<file path="src/rtl/proximity_alarm_sequencer.sv">
// Proximity alarm sequencer: qualifies near/far distance samples, runs the
// IDLE/ARMED/ALERT/HOLD state machine, gates a distance-modulated beep tone
// and serialises 16-bit signed audio samples into framed DAC bitstreams.
module proximity_alarm_sequencer #(
    parameter int          THRESH    = 100,
    parameter int          CONFIRM_N = 4,
    parameter int          HOLD_CYC  = 50000,
    parameter int          TONE_HALF = 25,
    parameter int          BEEP_ON   = 5000,
    parameter int          OFF_SCALE = 100,
    parameter logic [15:0] AMP       = 16'h3000,
    parameter int          FRAME_LEN = 32
) (
    input  logic       CLK,
    input  logic       RST,
    input  logic [7:0] Distance,
    input  logic       Dist_Valid,
    input  logic       Enable,
    output logic       Alarm,
    output logic [1:0] State,
    output logic       Sound_Data,
    output logic       Sound_Trig
);
    localparam int CW = $clog2(CONFIRM_N + 1);
    localparam int FW = $clog2(FRAME_LEN);
    localparam logic [CW-1:0] CONF = CW'(CONFIRM_N);

    typedef enum logic [1:0] {
        S_IDLE  = 2'b00,
        S_ARMED = 2'b01,
        S_ALERT = 2'b10,
        S_HOLD  = 2'b11
    } state_t;

    state_t             r_state, w_state_nxt;
    logic [CW-1:0]      r_near_cnt, r_far_cnt, w_near_nxt, w_far_nxt;
    logic               w_clr_cnt;
    logic               w_near, w_far, w_zero, w_enter_alert;
    logic [31:0]        r_hold_cnt;
    logic [7:0]         r_latched;
    logic               r_beep_on;
    logic [31:0]        r_gate_cnt, r_off_len, w_off_len;
    logic [31:0]        r_tone_cnt;
    logic               r_tone;
    logic [FW-1:0]      r_frame_cnt;
    logic signed [15:0] r_shift, w_sample;
    logic               r_alarm, r_sdata, r_strig;

    assign w_near = Dist_Valid && (Distance != 8'd0) && ({24'd0, Distance} < 32'(THRESH));
    assign w_far  = Dist_Valid && (Distance != 8'd0) && ({24'd0, Distance} >= 32'(THRESH));
    assign w_zero = Dist_Valid && (Distance == 8'd0);

    // Confirmation counters after the current strobe; the FSM decides on these
    // so a transition lands on the edge that samples the qualifying strobe.
    always_comb begin
        w_near_nxt = r_near_cnt;
        w_far_nxt  = r_far_cnt;
        if (w_near) begin
            w_near_nxt = (r_near_cnt == CONF) ? CONF : r_near_cnt + 1'b1;
            w_far_nxt  = '0;
        end else if (w_far) begin
            w_far_nxt  = (r_far_cnt == CONF) ? CONF : r_far_cnt + 1'b1;
            w_near_nxt = '0;
        end else if (w_zero) begin
            w_near_nxt = '0;
            w_far_nxt  = '0;
        end
    end

    // Next-state logic; Enable low overrides every other transition.
    always_comb begin
        w_state_nxt = r_state;
        w_clr_cnt   = 1'b0;
        case (r_state)
            S_IDLE: begin
                w_clr_cnt = 1'b1;
                if (Enable) w_state_nxt = S_ARMED;
            end
            S_ARMED: if (w_near_nxt == CONF) w_state_nxt = S_ALERT;
            S_ALERT: if (w_far_nxt == CONF) w_state_nxt = S_HOLD;
            S_HOLD: begin
                if (w_near) begin
                    w_state_nxt = S_ALERT;
                end else if (r_hold_cnt == 32'(HOLD_CYC - 1)) begin
                    w_state_nxt = S_ARMED;
                    w_clr_cnt   = 1'b1;
                end
            end
            default: w_state_nxt = S_IDLE;
        endcase
        if (!Enable) begin
            w_state_nxt = S_IDLE;
            w_clr_cnt   = 1'b1;
        end
    end

    assign w_enter_alert = (w_state_nxt == S_ALERT) && (r_state != S_ALERT);

    // State register, confirmation counters, hold timer and alarm output.
    always_ff @(posedge CLK or negedge RST) begin
        if (!RST) begin
            r_state    <= S_IDLE;
            r_near_cnt <= '0;
            r_far_cnt  <= '0;
            r_hold_cnt <= '0;
            r_alarm    <= 1'b0;
        end else begin
            r_state    <= w_state_nxt;
            r_near_cnt <= w_clr_cnt ? '0 : w_near_nxt;
            r_far_cnt  <= w_clr_cnt ? '0 : w_far_nxt;
            r_hold_cnt <= (r_state == S_HOLD && w_state_nxt == S_HOLD) ? r_hold_cnt + 32'd1 : 32'd0;
            r_alarm    <= (w_state_nxt == S_ALERT);
        end
    end

    // Gap length is fixed when an off phase starts, so a distance latched
    // during the on phase only affects the following gap.
    assign w_off_len = ((r_latched == 8'd0) ? 32'd1 : {24'd0, r_latched}) * 32'(OFF_SCALE);

    // Distance latch and beep on/off gating, active only in ALERT.
    always_ff @(posedge CLK or negedge RST) begin
        if (!RST) begin
            r_latched  <= '0;
            r_beep_on  <= 1'b0;
            r_gate_cnt <= '0;
            r_off_len  <= '0;
        end else begin
            if (w_near) r_latched <= Distance;
            if (w_state_nxt != S_ALERT) begin
                r_beep_on  <= 1'b0;
                r_gate_cnt <= '0;
            end else if (w_enter_alert) begin
                r_beep_on  <= 1'b1;
                r_gate_cnt <= '0;
            end else if (r_beep_on) begin
                if (r_gate_cnt == 32'(BEEP_ON - 1)) begin
                    r_beep_on  <= 1'b0;
                    r_gate_cnt <= '0;
                    r_off_len  <= w_off_len;
                end else begin
                    r_gate_cnt <= r_gate_cnt + 32'd1;
                end
            end else begin
                if (r_gate_cnt == r_off_len - 32'd1) begin
                    r_beep_on  <= 1'b1;
                    r_gate_cnt <= '0;
                end else begin
                    r_gate_cnt <= r_gate_cnt + 32'd1;
                end
            end
        end
    end

    // Free-running square-wave tone.
    always_ff @(posedge CLK or negedge RST) begin
        if (!RST) begin
            r_tone_cnt <= '0;
            r_tone     <= 1'b0;
        end else if (r_tone_cnt == 32'(TONE_HALF - 1)) begin
            r_tone_cnt <= '0;
            r_tone     <= ~r_tone;
        end else begin
            r_tone_cnt <= r_tone_cnt + 32'd1;
        end
    end

    assign w_sample = (r_state == S_ALERT && r_beep_on) ?
                      (r_tone ? $signed(AMP) : -$signed(AMP)) : 16'sd0;

    // Frame serialiser: sample captured at frame start, shifted out MSB first.
    always_ff @(posedge CLK or negedge RST) begin
        if (!RST) begin
            r_frame_cnt <= '0;
            r_shift     <= '0;
            r_sdata     <= 1'b0;
            r_strig     <= 1'b0;
        end else begin
            r_frame_cnt <= (r_frame_cnt == FW'(FRAME_LEN - 1)) ? '0 : r_frame_cnt + 1'b1;
            if (r_frame_cnt == '0) begin
                r_shift <= w_sample;
                r_strig <= 1'b1;
                r_sdata <= 1'b0;
            end else begin
                r_strig <= 1'b0;
                if (r_frame_cnt <= FW'(16)) begin
                    r_sdata <= r_shift[15];
                    r_shift <= r_shift <<< 1;
                end else begin
                    r_sdata <= 1'b0;
                end
            end
        end
    end

    assign Alarm      = r_alarm;
    assign State      = r_state;
    assign Sound_Data = r_sdata;
    assign Sound_Trig = r_strig;

endmodule

</file>
<file path="config.mk">
export PLATFORM = sky130hd
export DESIGN_NAME = proximity_alarm_sequencer
export DESIGN_NICKNAME = d
export VERILOG_FILES = /design/src/rtl/proximity_alarm_sequencer.sv
export SDC_FILE = /design/constraint.sdc
export NUM_CORES = 1
export LEC_CHECK = 0
export ABC_CLOCK_PERIOD_IN_PS = 4700
export CORE_MARGIN = 4
export CORE_UTILIZATION = 25
export DETAILED_ROUTE_END_ITERATION = 12
export PLACE_DENSITY_LB_ADDON = 0.1
export SYNTH_ARGS = -nofsm -noshare
export SYNTH_HDL_FRONTEND = slang
export SYNTH_SLANG_ARGS = --single-unit
</file>
<file path="constraint.sdc">
create_clock -name CLK -period 4.7 [get_ports CLK]
set_input_delay 0.47 -clock CLK [delete_from_list [all_inputs] [get_ports CLK]]
set_output_delay 0.47 -clock CLK [all_outputs]
set_load 0.05 [all_outputs]
</file>
; ---- Yosys cells after proc, flatten, opt, wreduce, memory -nomap -nowiden
; Index checks and enable logic that the tools add are counted.
[word_totals]
ff_bits = 168
inputBits = 12
out_inout_bits = 5
elab_cells = 100
[classes]
addsub = 7
n_mul = 1
order_cmp = 3
eq_ne = 16
mux = 41
n_bitwise = 3
reduce_logical = 14
[ops]
columns = cell, n
row1 = $mux 32, 7
row2 = $add 32x1->32 const B, 3
row3 = $mux 16, 4
row4 = $eq 32x13->1 const B, 1
row5 = $eq 32x16->1 const B, 1
row6 = $eq 32x32->1, 1
row7 = $eq 32x5->1 const B, 1
row8 = $sub 32x1->32 const B, 1
row9 = $mux 3, 10
row10 = $logic_not 8->1, 2
row11 = $mul 8x5->13 const B, 1
row12 = $eq 3x3->1 const B, 4
row13 = $mux 1, 11
row14 = $mux 2, 5
row15 = $eq 2x2->1 const B, 4
row16 = $ge 8x7->1 const B, 1
row17 = $lt 8x7->1 const B, 1
row18 = $mux 8, 1
row19 = $pmux 2 s4, 1
row20 = $reduce_bool 8->1, 1
row21 = $logic_and 1x1->1, 7
row22 = $add 3x1->3 const B, 2
row23 = $add 5x1->5 const B, 1
row24 = $eq 5x5->1 const B, 1
row25 = 10 further kinds, 13

; ---- Depth between registers and ports, before layout
[logic_depth]
ltp_word = 13
mapped_depth = 18
mapped_depth_nobuf = 18

; ---- Least setup slack after synthesis
; Ideal clock, no wire load.
[synth_path]
path_kind = flip-flop to flip-flop
start = register r_latched[4]
end = register r_off_len[14]
setup_ns = 0.128
arrival_time_ns = 3.277
path_slack_ns = 1.295
path_stages_with_launch = 17
path_buffers = 0
cell_sequence = dfrtp_1 -> inv_1 -> ha_1 -> nand3_1 -> nand2b_1 -> nand3_1 -> o21ai_0 -> ha_1 -> ha_1 -> fa_1 -> a21o_1 -> a21oi_1 -> nor2b_1 -> o21a_1 -> o41ai_1 -> xor2_1 -> mux2i_1
[synth_between]
elab_chain_len = 3
[synth_rtl]
columns = element, line
row1 = start: declaration, 40  ; logic [7:0] r_latched;
row2 = start signal: assignment, 128  ; if (w_near) r_latched <= Distance;
row3 = $logic_not 8->1, 118  ; assign w_off_len = ((r_latched == 8'd0) ? 32'd1 : {24'd0, r_latched}) * 32'(OFF_SCALE);
row4 = $mux 8 (*), 118
row5 = $mul 8x5->13 (*), 118
row6 = end signal: assignment, 139  ; r_off_len <= w_off_len;
row7 = end: declaration, 42  ; logic [31:0] r_gate_cnt, r_off_len, w_off_len;
; Every way passes the cells marked *; elsewhere a longest branch is shown, timed or not.
; A chain may end at the register's enable or synchronous reset.

; ---- Worst setup path after layout
[layout_path]
start = register r_latched[6]
end = register r_off_len[14]
; The elaborated chain is that of the path after synthesis.

==> summary.txt <==
Route
  • Total number of vias: 6020
  • Total Routed Length: 18740 microns
  • Vias per cell: 4.516
  • DR WL/cell: 14.06 microns
  • DRT iter0 DRCs: 275
  • # DRC: 0
  • ANT nets after route: 0
  • Pre-Repair DR Iteration Count: 4

Worst setup path
  • Crit path kind: flip-flop to flip-flop
  • Worst EP required: 4.99 ns
  • Crit path cell chain: inv_1 > ha_1 > nand3_1 > nand2b_1 > nand3_1 > o21ai_0 > ha_1 > ha_1 > fa_1 > a21o_1 > a21oi_1 > nor2b_1 > o21a_1 > o41ai_1 > xor2_1 > mux2i_1
  • CP startpoint kind: flip-flop
  • Worst setup EP type: flip-flop
  • Most common cell on crit path: ha_1
  • Crit path DAT: 4.05 ns
  • Critical path peak fanout: 9
  • Crit path largest cell delay: 0.48 ns
  • Slowest cell on the critical path: fa_1

Layout
  • Nets: 945
  • Share of post-route cells with drive strength above 1: 7.238%
  • # diodes: 0
  • Layout area overhead: 14.83%

STA
  • Tcrit/Tclk final: 79.83%
  • Max Clock Freq: 0.2665 GHz
  • Worst-margin pin slew: 0.8776 ns
  • Final slew viol count: 0
  • Final min period: 3.752 ns
  • Worst setup margin: 0.9481 ns
  • Final number of hold-violating endpoints: 0
  • Max-slew headroom: 40.88%
  • Fin Setup TNS: 0 ns
  • RSZ-0062 raised after global routing: false
  • Final setup viols: 0
  • Layout Skew: 0.01506 ns

Die
  • Die area: 0.03559 sq mm
  • Row count: 65
  • Die W: 188.6 microns
  • Core area: 0.03188 sq mm
  • I/O pins: 17
  • Die H: 188.6 microns
  • Initial Utilization: 25.59%

Yosys
  • Post-synth EDFFs: 0
  • Synthesis-stage register bit count: 139
  • Ys async rst share: 100.0%
  • Sequential cell area fraction in the yosys report: 42.64%
  • Netlist cell types: 57
  • Syn Nets: 933
  • Synth warn: 0
  • Post-Synthesis Cell Area: 0.008158 sq mm
  • Post-synth top flop: dfrtp_1
  • Synth Instances: 873
  • Mean cell area of the mapped netlist: 9.345 sq um

Clock tree
  • TritonCTS clock tree: yes
  • Clock Tree Root: clkbuf_16
  • CTS Buf Count: 17
  • Postcts setup bufs: 0
  • Resized cells post-CTS: 0
  • Clock Latency Late Sink: 0.43 ns
  • Reg clk slew, reported paths: 0.07 ns
  • H-tree depth: 4
  • Largest buffer count on any clock path: 2
  • Cts hold-fix bufs: 0
  • Clock sink count: 139

Pwr
  • Peak supply drop: 0.2340 mV
  • Total Power: 2.953 mW
  • Leak Pwr: 3.935 nW
  • Power per cell area: 315.2 mW/mm^2

Placed design
  • Pre-CTS setup slack: 0.9533 ns
  • Post-DP HPWL: 12980 microns
  • IO buf count: 16
  • GP Congestion: 0.7346

Global route
  • Vias in the first global route: 6028
  • Grt ovf: 0
  • Maximum number of pins on one net before global-route repair: 60
  • Global-route wire length before repair: 31400 microns
  • Antenna violations before repair: 0
  • Total GRT Usage: 10.74%

Worst hold path
  • HP Class: primary input to async pin

Run status
  • Status: completed

Flow run
  • Max Cap Viol: 0
layout by cell type, fill, tap and decap left out, types with 4 or more instances in the layout:
cell type / count
nor4b_1: 6
clkdlybuf4s50_1: 15
clkinvlp_4: 4
buf_4: 8
o21ai_0: 17
nor3b_1: 4
inv_1: 42
ha_1: 45
mux2i_1: 5
or4_1: 4
inv_6: 5
nand4_1: 28
nor2_1: 87
and2_1: 8
nand3_1: 59
nand2b_1: 7
nor3_1: 47
nand2_1: 92
mux2_2: 13
or3_1: 5
xnor2_1: 62
dfrtp_1: 139
inv_8: 4
and3_1: 14
xor2_1: 53
nor2b_1: 9
clkbuf_16: 17
a21oi_1: 17
and4_1: 9
nor4_1: 17
per-stage QoR:
step / cells / util [%] / hold WS [ns] / cell area, sq um
floorplan: 873 / - / 0.1744 / 8158
global placement: 1301 / 27.57 / 0.4777 / 8788
detailed placement: 1301 / 27.57 / 0.4813 / 8788
CTS: 1333 / 29.38 / 0.02846 / 9368
global route: 1333 / 29.38 / 0.05339 / 9368
finish: 1333 / 29.38 / 0.01036 / 9368
registers in the layout, summed over array words and instances, names as in the netlist:
signal and cells:
Sound_Data 1, r_shift 4, r_off_len 13, Alarm 1
r_frame_cnt 5, Sound_Trig 1, r_latched 8, r_gate_cnt 32
r_tone 1, r_near_cnt 3, r_far_cnt 3, r_beep_on 1
State 2, r_hold_cnt 32, r_tone_cnt 32
cell families (layout without fill, tap and decap cells):
logic type	Yosys count	count (layout)	synth area share, %
fa+ha+maj	48	48	7.638
buf+inv	73	98	3.696
simple gates	413	413	25.71
mux	18	18	2.408
compound gates	67	67	5.568
flops	139	139	42.64
xor+xnor	115	115	12.35
where the power goes:
group          internal, mW  switching [mW]
logic                 0.165           0.208
registers              1.21          0.0144
clock network         0.750           0.607
total                  2.12           0.830
worst max-delay path: cells and delay by family, from the launching register on:
kind / cells / cell delay (ns)
flip-flops: 1 / 0.43
AND/OR/NAND/NOR: 4 / 0.56
AO/OA/AOI/OAI: 5 / 0.98
XOR/XNOR: 1 / 0.20
multiplexers: 1 / 0.09
adder cells (fa/ha/maj): 4 / 1.25
buffers and inverters: 1 / 0.10
layer usage:
layer | GRT usage (%) | up-vias | routed length [microns]
met2 | 17.14 | 49 | 8863
met4 | 2.775 | 0 | 68
li1 | - | 3055 | -
met5 | 0 | - | 0
met3 | 2.353 | 4 | 404
met1 | 14.84 | 2912 | 9407
worst paths after layout:
path | start | endpoint | slack [ns] | cells past startpoint
setup reg to reg | r_latched[6] | r_off_len[14] | 0.95 | 16
setup / recovery | r_latched[6] | r_off_len[14] | 0.95 | 16
max in group asynchronous | RST | r_off_len[5] | 3.68 | 2
hold / removal | RST | Alarm | 0.01 | 1
min in group CLK | r_tone_cnt[31] | r_tone_cnt[31] | 0.48 | 1
hold reg to reg | r_tone_cnt[31] | r_tone_cnt[31] | 0.48 | 1
cell type report:
| cell class | instances | area [sq um] |
|---|---|---|
| fill | 3434 | 22510 |
| multi-input combinational | 661 | 4387 |
| sequential | 139 | 3478 |
| tap | 435 | 544.3 |
| clock buffer | 17 | 425.4 |
| timing repair buffer | 24 | 221.5 |
| inverter | 42 | 157.7 |
| clock inverter | 15 | 153.9 |
cell usage after synthesis (4+ instances only):
library cell / count / share of area, %
nand4_1: 28 / 2.1
a21oi_1: 17 / 1.0
xnor2_1: 62 / 6.7
dfrtp_1: 139 / 43
nor2b_1: 9 / 0.69
nand2_1: 92 / 4.2
or3_1: 5 / 0.38
and2_1: 8 / 0.61
and4_1: 9 / 0.97
nor3b_1: 4 / 0.37
nand3_1: 59 / 3.6
inv_1: 42 / 1.9
and3_1: 14 / 1.1
nor2_1: 87 / 4.0
xor2_1: 53 / 5.7
mux2i_1: 5 / 0.61
o21ai_0: 17 / 1.0
clkbuf_1: 24 / 1.1
nor4b_1: 6 / 0.64
nor4_1: 17 / 1.3
mux2_2: 13 / 1.8
nor3_1: 47 / 2.9
buf_2: 4 / 0.25
or4_1: 4 / 0.37
ha_1: 45 / 6.9
nand2b_1: 7 / 0.54
No activity file was read; power rests on OpenSTA's default activity.
